**src/rtl/srff_bank_arbiter.sv**
```systemverilog
// Round-robin arbiter granting NREQ requesters access to a shared bank of WIDTH
// SR flip-flops; each grant captures the winner's set/reset masks and applies them once.
module srff_bank_arbiter #(
  parameter int NREQ  = 3,
  parameter int WIDTH = 4
) (
  input  logic                  clk,
  input  logic                  clear_n,
  input  logic [NREQ-1:0]       req,
  input  logic [NREQ*WIDTH-1:0] s_vec,
  input  logic [NREQ*WIDTH-1:0] r_vec,
  input  logic                  force_clr,
  input  logic                  force_pre,
  output logic [WIDTH-1:0]      q,
  output logic [NREQ-1:0]       gnt,
  output logic [NREQ-1:0]       ack,
  output logic                  err,
  output logic                  busy,
  output logic [1:0]            fsm_state
);

  localparam int PW = (NREQ > 1) ? $clog2(NREQ) : 1;

  typedef enum logic [1:0] {
    IDLE  = 2'd0,
    GRANT = 2'd1,
    APPLY = 2'd2,
    ACK   = 2'd3
  } state_t;

  // Handshake: req is a level held until ack; ack pulses one cycle in ACK while gnt is high.
  state_t           state, state_nxt;
  logic [PW-1:0]    ptr;
  logic [PW-1:0]    win_q, win_c;
  logic             found;
  logic [WIDTH-1:0] s_cap, r_cap;
  logic [WIDTH-1:0] q_upd;

  assign busy      = (state != IDLE);
  assign fsm_state = state;

  // Round-robin search starting at ptr, wrapping modulo NREQ.
  always_comb begin
    win_c = '0;
    found = 1'b0;
    for (int i = 0; i < NREQ; i++) begin
      int idx;
      idx = (int'(ptr) + i) % NREQ;
      if (!found && req[idx]) begin
        found = 1'b1;
        win_c = PW'(idx);
      end
    end
  end

  // s=r=1 bits hold, so set applies only where r is clear and vice versa.
  assign q_upd = (q | (s_cap & ~r_cap)) & ~(r_cap & ~s_cap);

  always_comb begin
    state_nxt = state;
    case (state)
      IDLE:    if (found) state_nxt = GRANT;
      GRANT:   state_nxt = req[win_q] ? APPLY : IDLE;
      APPLY:   state_nxt = ACK;
      ACK:     state_nxt = IDLE;
      default: state_nxt = IDLE;
    endcase
  end

  always_ff @(posedge clk or negedge clear_n) begin
    if (!clear_n) state <= IDLE;
    else          state <= state_nxt;
  end

  always_ff @(posedge clk or negedge clear_n) begin
    if (!clear_n) begin
      gnt   <= '0;
      ack   <= '0;
      err   <= 1'b0;
      ptr   <= '0;
      win_q <= '0;
      s_cap <= '0;
      r_cap <= '0;
    end else begin
      case (state)
        IDLE: begin
          if (found) begin
            gnt   <= NREQ'(1) << win_c;
            win_q <= win_c;
            s_cap <= s_vec[int'(win_c)*WIDTH +: WIDTH];
            r_cap <= r_vec[int'(win_c)*WIDTH +: WIDTH];
          end
        end
        GRANT: begin
          if (!req[win_q]) gnt <= '0;
        end
        APPLY: begin
          ack <= NREQ'(1) << win_q;
          err <= |(s_cap & r_cap);
        end
        ACK: begin
          gnt <= '0;
          ack <= '0;
          err <= 1'b0;
          if (int'(win_q) == NREQ - 1) ptr <= '0;
          else                         ptr <= win_q + 1'b1;
        end
        default: ;
      endcase
    end
  end

  // Force commands take priority over the mask update but leave the FSM alone.
  always_ff @(posedge clk or negedge clear_n) begin
    if (!clear_n)            q <= '0;
    else if (force_clr)      q <= '0;
    else if (force_pre)      q <= '1;
    else if (state == APPLY) q <= q_upd;
  end

endmodule

```
**config.mk**
```make
export PLATFORM = sky130hd
export DESIGN_NAME = srff_bank_arbiter
export DESIGN_NICKNAME = d
export VERILOG_FILES = /design/src/rtl/srff_bank_arbiter.sv
export SDC_FILE = /design/constraint.sdc
export NUM_CORES = 1
export LEC_CHECK = 0
export CAP_MARGIN = 15
export CORE_ASPECT_RATIO = 2
export CORE_MARGIN = 2
export CORE_UTILIZATION = 45
export DETAILED_ROUTE_END_ITERATION = 8
export GPL_TIMING_DRIVEN = 0
export PLACE_DENSITY = 0.88
export REMOVE_ABC_BUFFERS = 1
export SYNTH_ARGS = -nofsm -noshare
export SYNTH_HDL_FRONTEND = slang
export SYNTH_SLANG_ARGS = --single-unit
export TNS_END_PERCENT = 1
```
**constraint.sdc**
```tcl
create_clock -name clk -period 2.25 [get_ports clk]
set_clock_uncertainty 0.2 [all_clocks]
set_input_delay 0.5625 -clock clk [delete_from_list [all_inputs] [get_ports clk]]
set_output_delay 0.5625 -clock clk [all_outputs]
set_load 0.02 [all_outputs]
```
==> impl_metrics.ini <==
[clocking]
clock_sink_total = 25
clk_pin_slew_ns = 0.08
holdBufCountCts = 0
cts.root.buffer_cell = clkbuf_8
clkLatencyLatePin_ns = 0.26
numCtsBuffers = 3
cts.htree.levels = 1
cts_tree = built
cts.path.max_buffers = 2

[synth]
synth-edff-count = 0
share_of_the_synthesized_area_in_the_top_cell_type = 0.335
synth-simple-area-share = 0.206
synth_top_family_by_area = compound AO/OA/AOI/OAI gates
adder_and_majority_cell_fraction_of_the_synthesized_area = 0.0268
netlist-cell-type-count = 48
post_synthesis_compound_gate_area_fraction = 0.308
synth.cell_area_um2 = 1870
synth.yosys.warnings = 0
ys_seq_area_frac = 0.335
synthCells = 208
ys_dominant_reg_cell = dfrtp_1
yosys.area_share.xor_xnor = 0
synth_area_leader_cell = dfrtp_1
synth.area.mux_share = 0.0556
synth.top_cells.by_area = dfrtp_1 (33%), o211ai_1 (7.2%), o211ai_2 (4.7%)
syn_area_per_cell_um2 = 8.99
ys_seq_elements = 25
synth_async_sr_flop_share = 1.00

[detailed_routing]
vias_per_cell = 6.04
drt-wirelength-per-cell_um = 17.2
drcViolationCount = 0
initialDrtViolationCount = 64
via_count = 1866
met2WireLength_um = 3010
highest_layer = met4
wl_met1_um = 1980
drtPass1Iterations = 4
finalWirelength_um = 5320
wl_met3_um = 152
drtAntennaViolNets = 0

[cells_and_area]
antenna-diode-count = 0
layout_cells_sized_above_1 = 0.214
final_core_util = 0.649
instances_no_fill = 309
num-nets-final = 293
final_cell_area_um2 = 2630
area_growth_pct = 40.6

[pwr]
power.density_nw_per_um2 = 1440
power.combinational.fraction = 0.708
sw_frac_of_total = 0.465
power_leakage_nw = 1.06
irDropWorstVdd_v = 0.00115
seq_power_share = 0.223
clkPwrFrac = 0.069
net_switching_power_of_the_design_w = 0.00176
p_int_w = 0.00203

[setup_path]
cp-start-kind = flop
crit_path_end_kind = flop
worst_ep_arrival_time_ns = 2.32
timing.critical_path.required_ns = 2.26
path_common_cell = mux2_4
cp_max_fo = 6
crit_path_top_delay_cell = dfrtp_2
setup.reg_to_reg.worst_slack_ns = -0.06
critical_path.max_stage_delay_ns = 0.46
cell_by_cell_listing_of_the_critical_path = inv_2 > ha_4 > mux2_4 > mux2_4 > o21a_1 > a311oi_2 > mux2_4
reg2reg_depth = 7
criticalPathCategory = flop to flop
rr_startpoint = ptr[1]$_DFFE_PN0P_
reg2reg_to = win_q[0]$_DFFE_PN0P_

[timing]
achievable-frequency_mhz = 433
setup_viol = 9
timing.setup.tns_ns = -0.250
period_needed_ns = 2.31
post-route-worst-setup-slack_ns = -0.0588
worst_slew_margin_rel = 0.731
whs_ns = 0.304
finalCritPeriodShare = 1.03
tightest_slew_ns = 0.399
report.final.slew_viol_count = 0
unrepaired_setup_endpoints_after_global_routing = yes
report.final.hold_viol_count = 0

[worst_hold_path]
timing.hold.worst.start = gnt[1]$_DFFE_PN0P_
worst_hold_path.endpoint = gnt[1]$_DFFE_PN0P_
holdCritPathClass = flop to flop
whs_path_depth = 1

[floorplanning]
design.die.area_um2 = 4720
dieHeight_um = 95.2
io_pins = 45
std_cell_rows = 33
coreArea_um2 = 4050
die_width_um = 49.6
initial_utilization = 0.462

[place]
postPlaceCellArea_um2 = 2290
gpl.final_weighted_congestion = 0.862
numPlacedInstances = 289
dp.final_hpwl_um = 3530
placement.io_buffers = 44

[outcome]
status = finished with violations
failed_checks = negative setup slack

[global_route]
groute.usage.overall = 0.216
grt_antenna_before_repair = 0
maximum_number_of_pins_on_one_net_before_global_route_repair = 26
first_global_vias = 1734
grt.overflow.total = 0
grt_first_pass_wirelength_um = 8180

[job]
drv.max_cap_violation_count = 0
-- power by group through the flow --
| stage | clock network, W | registers, W | logic, W |
|---|---|---|---|
| 2_1_floorplan | 0 | 0.000877 | 0.00143 |
| 3_3_place_gp | 0 | 0.000819 | 0.00200 |
| 3_5_place_dp | 0 | 0.000831 | 0.00206 |
| 4_1_cts | 0.000263 | 0.000830 | 0.00231 |
| 5_1_grt | 0.000271 | 0.000872 | 0.00286 |
| 6_report | 0.000260 | 0.000846 | 0.00268 |
-- worst max-delay path: cells and delay by family (launching register included) --
| kind | cells | cell delay (ns) |
|---|---|---|
| buffers and inverters | 1 | 0.09 |
| AO/OA/AOI/OAI | 2 | 0.48 |
| flip-flops | 1 | 0.46 |
| multiplexers | 3 | 0.84 |
| adder cells (fa/ha/maj) | 1 | 0.17 |
-- repair_timing --
| item | CTS | global route |
|---|---|---|
| cloned | 1 | 1 |
| hold endpoints to repair | 0 | 0 |
| endpoints found under the setup margin | 15 | 13 |
| setup buffers | 5 | 8 |
| pin swaps | 2 | 7 |
| gates resized for setup | 19 | 18 |
-- cells by family after synthesis --
family	count (synthesis)
DFF	25
muxes	8
buffers and inverters	26
and+or+nand+nor	69
AOI/OAI and AO/OA	76
adders and majority gates	4
-- layout by cell type, fill, tap and decap left out, drive strengths merged, types with 2 or more instances in the layout --
master and n:
buf 15, o211ai 25, nand2 20, mux2 3, dlygate4sd2 3, nor2 9, clkdlybuf4s50 40, a21oi 15
mux2i 6, nor2b 3, a21boi 4, a31oi 2, nand3 2, dfrtp 25, inv 11, o32ai 2
nand4 8, and3b 9, o21ai 6, o21a 4, clkbuf 3, nand3b 3, nand2b 9, ha 4
o22ai 5, o2bb2ai 2
-- Yosys cell counts, types with 2 or more instances --
library cell and instances:
inv_1 11, clkbuf_1 7, nor2b_1 3, ha_1 4, o21ai_1 2, nand4_1 8
o211ai_2 7, o22ai_1 5, nand3_1 2, o2bb2ai_1 2, a21oi_1 15, o21a_1 4
nand3b_1 3, buf_2 4, mux2_4 2, mux2i_1 4, a31oi_1 2, o21ai_0 4
buf_6 3, dfrtp_1 25, o32ai_1 2, nand2_1 20, a21boi_0 3, and3b_1 9
nor2_1 9, o211ai_1 18, nand2b_1 9
-- stage by stage --
stage / total power [W] / setup slack, ns
global route: 0.00400 / -0.106
finish: 0.00379 / -0.0588
detailed placement: 0.00289 / -1.65
global placement: 0.00282 / -1.60
CTS: 0.00340 / -0.103
floorplan: 0.00230 / -0.943
-- state kept, by name, indices dropped and copies added, names as in the netlist, named ones only --
| name | flops |
|---|---|
| err | 1 |
| r_cap | 4 |
| s_cap | 4 |
| win_q | 2 |
| ack | 3 |
| fsm_state | 1 |
| ptr | 2 |
| q | 4 |
| gnt | 3 |
-- layout make-up --
| type | count | area, um2 |
|---|---|---|
| flip-flops and latches | 25 | 629 |
| well taps | 52 | 65.1 |
| repair buffers | 59 | 596 |
| fillers | 345 | 1420 |
| clock inverters | 1 | 5.00 |
| inverters | 11 | 41.3 |
| multi-input cells | 158 | 1250 |
| clock buffers | 3 | 41.3 |
-- per-layer routing --
layer,vias up,GRT usage
met1,907,0.235
li1,883,-
met4,0,0.0764
met3,14,0.00157
met2,62,0.436
met5,-,0
-- worst max-delay path by stage --
stage,start,endpoint
global placement,req[2],win_q[1]$_DFFE_PN0P_
CTS,ptr[0]$_DFFE_PN0P_,win_q[0]$_DFFE_PN0P_
detailed placement,req[2],r_cap[0]$_DFFE_PN0P_
floorplan,ptr[1]$_DFFE_PN0P_,r_cap[0]$_DFFE_PN0P_
global route,ptr[1]$_DFFE_PN0P_,win_q[0]$_DFFE_PN0P_
finish,ptr[1]$_DFFE_PN0P_,win_q[0]$_DFFE_PN0P_
(Power assumes the default switching activity.)
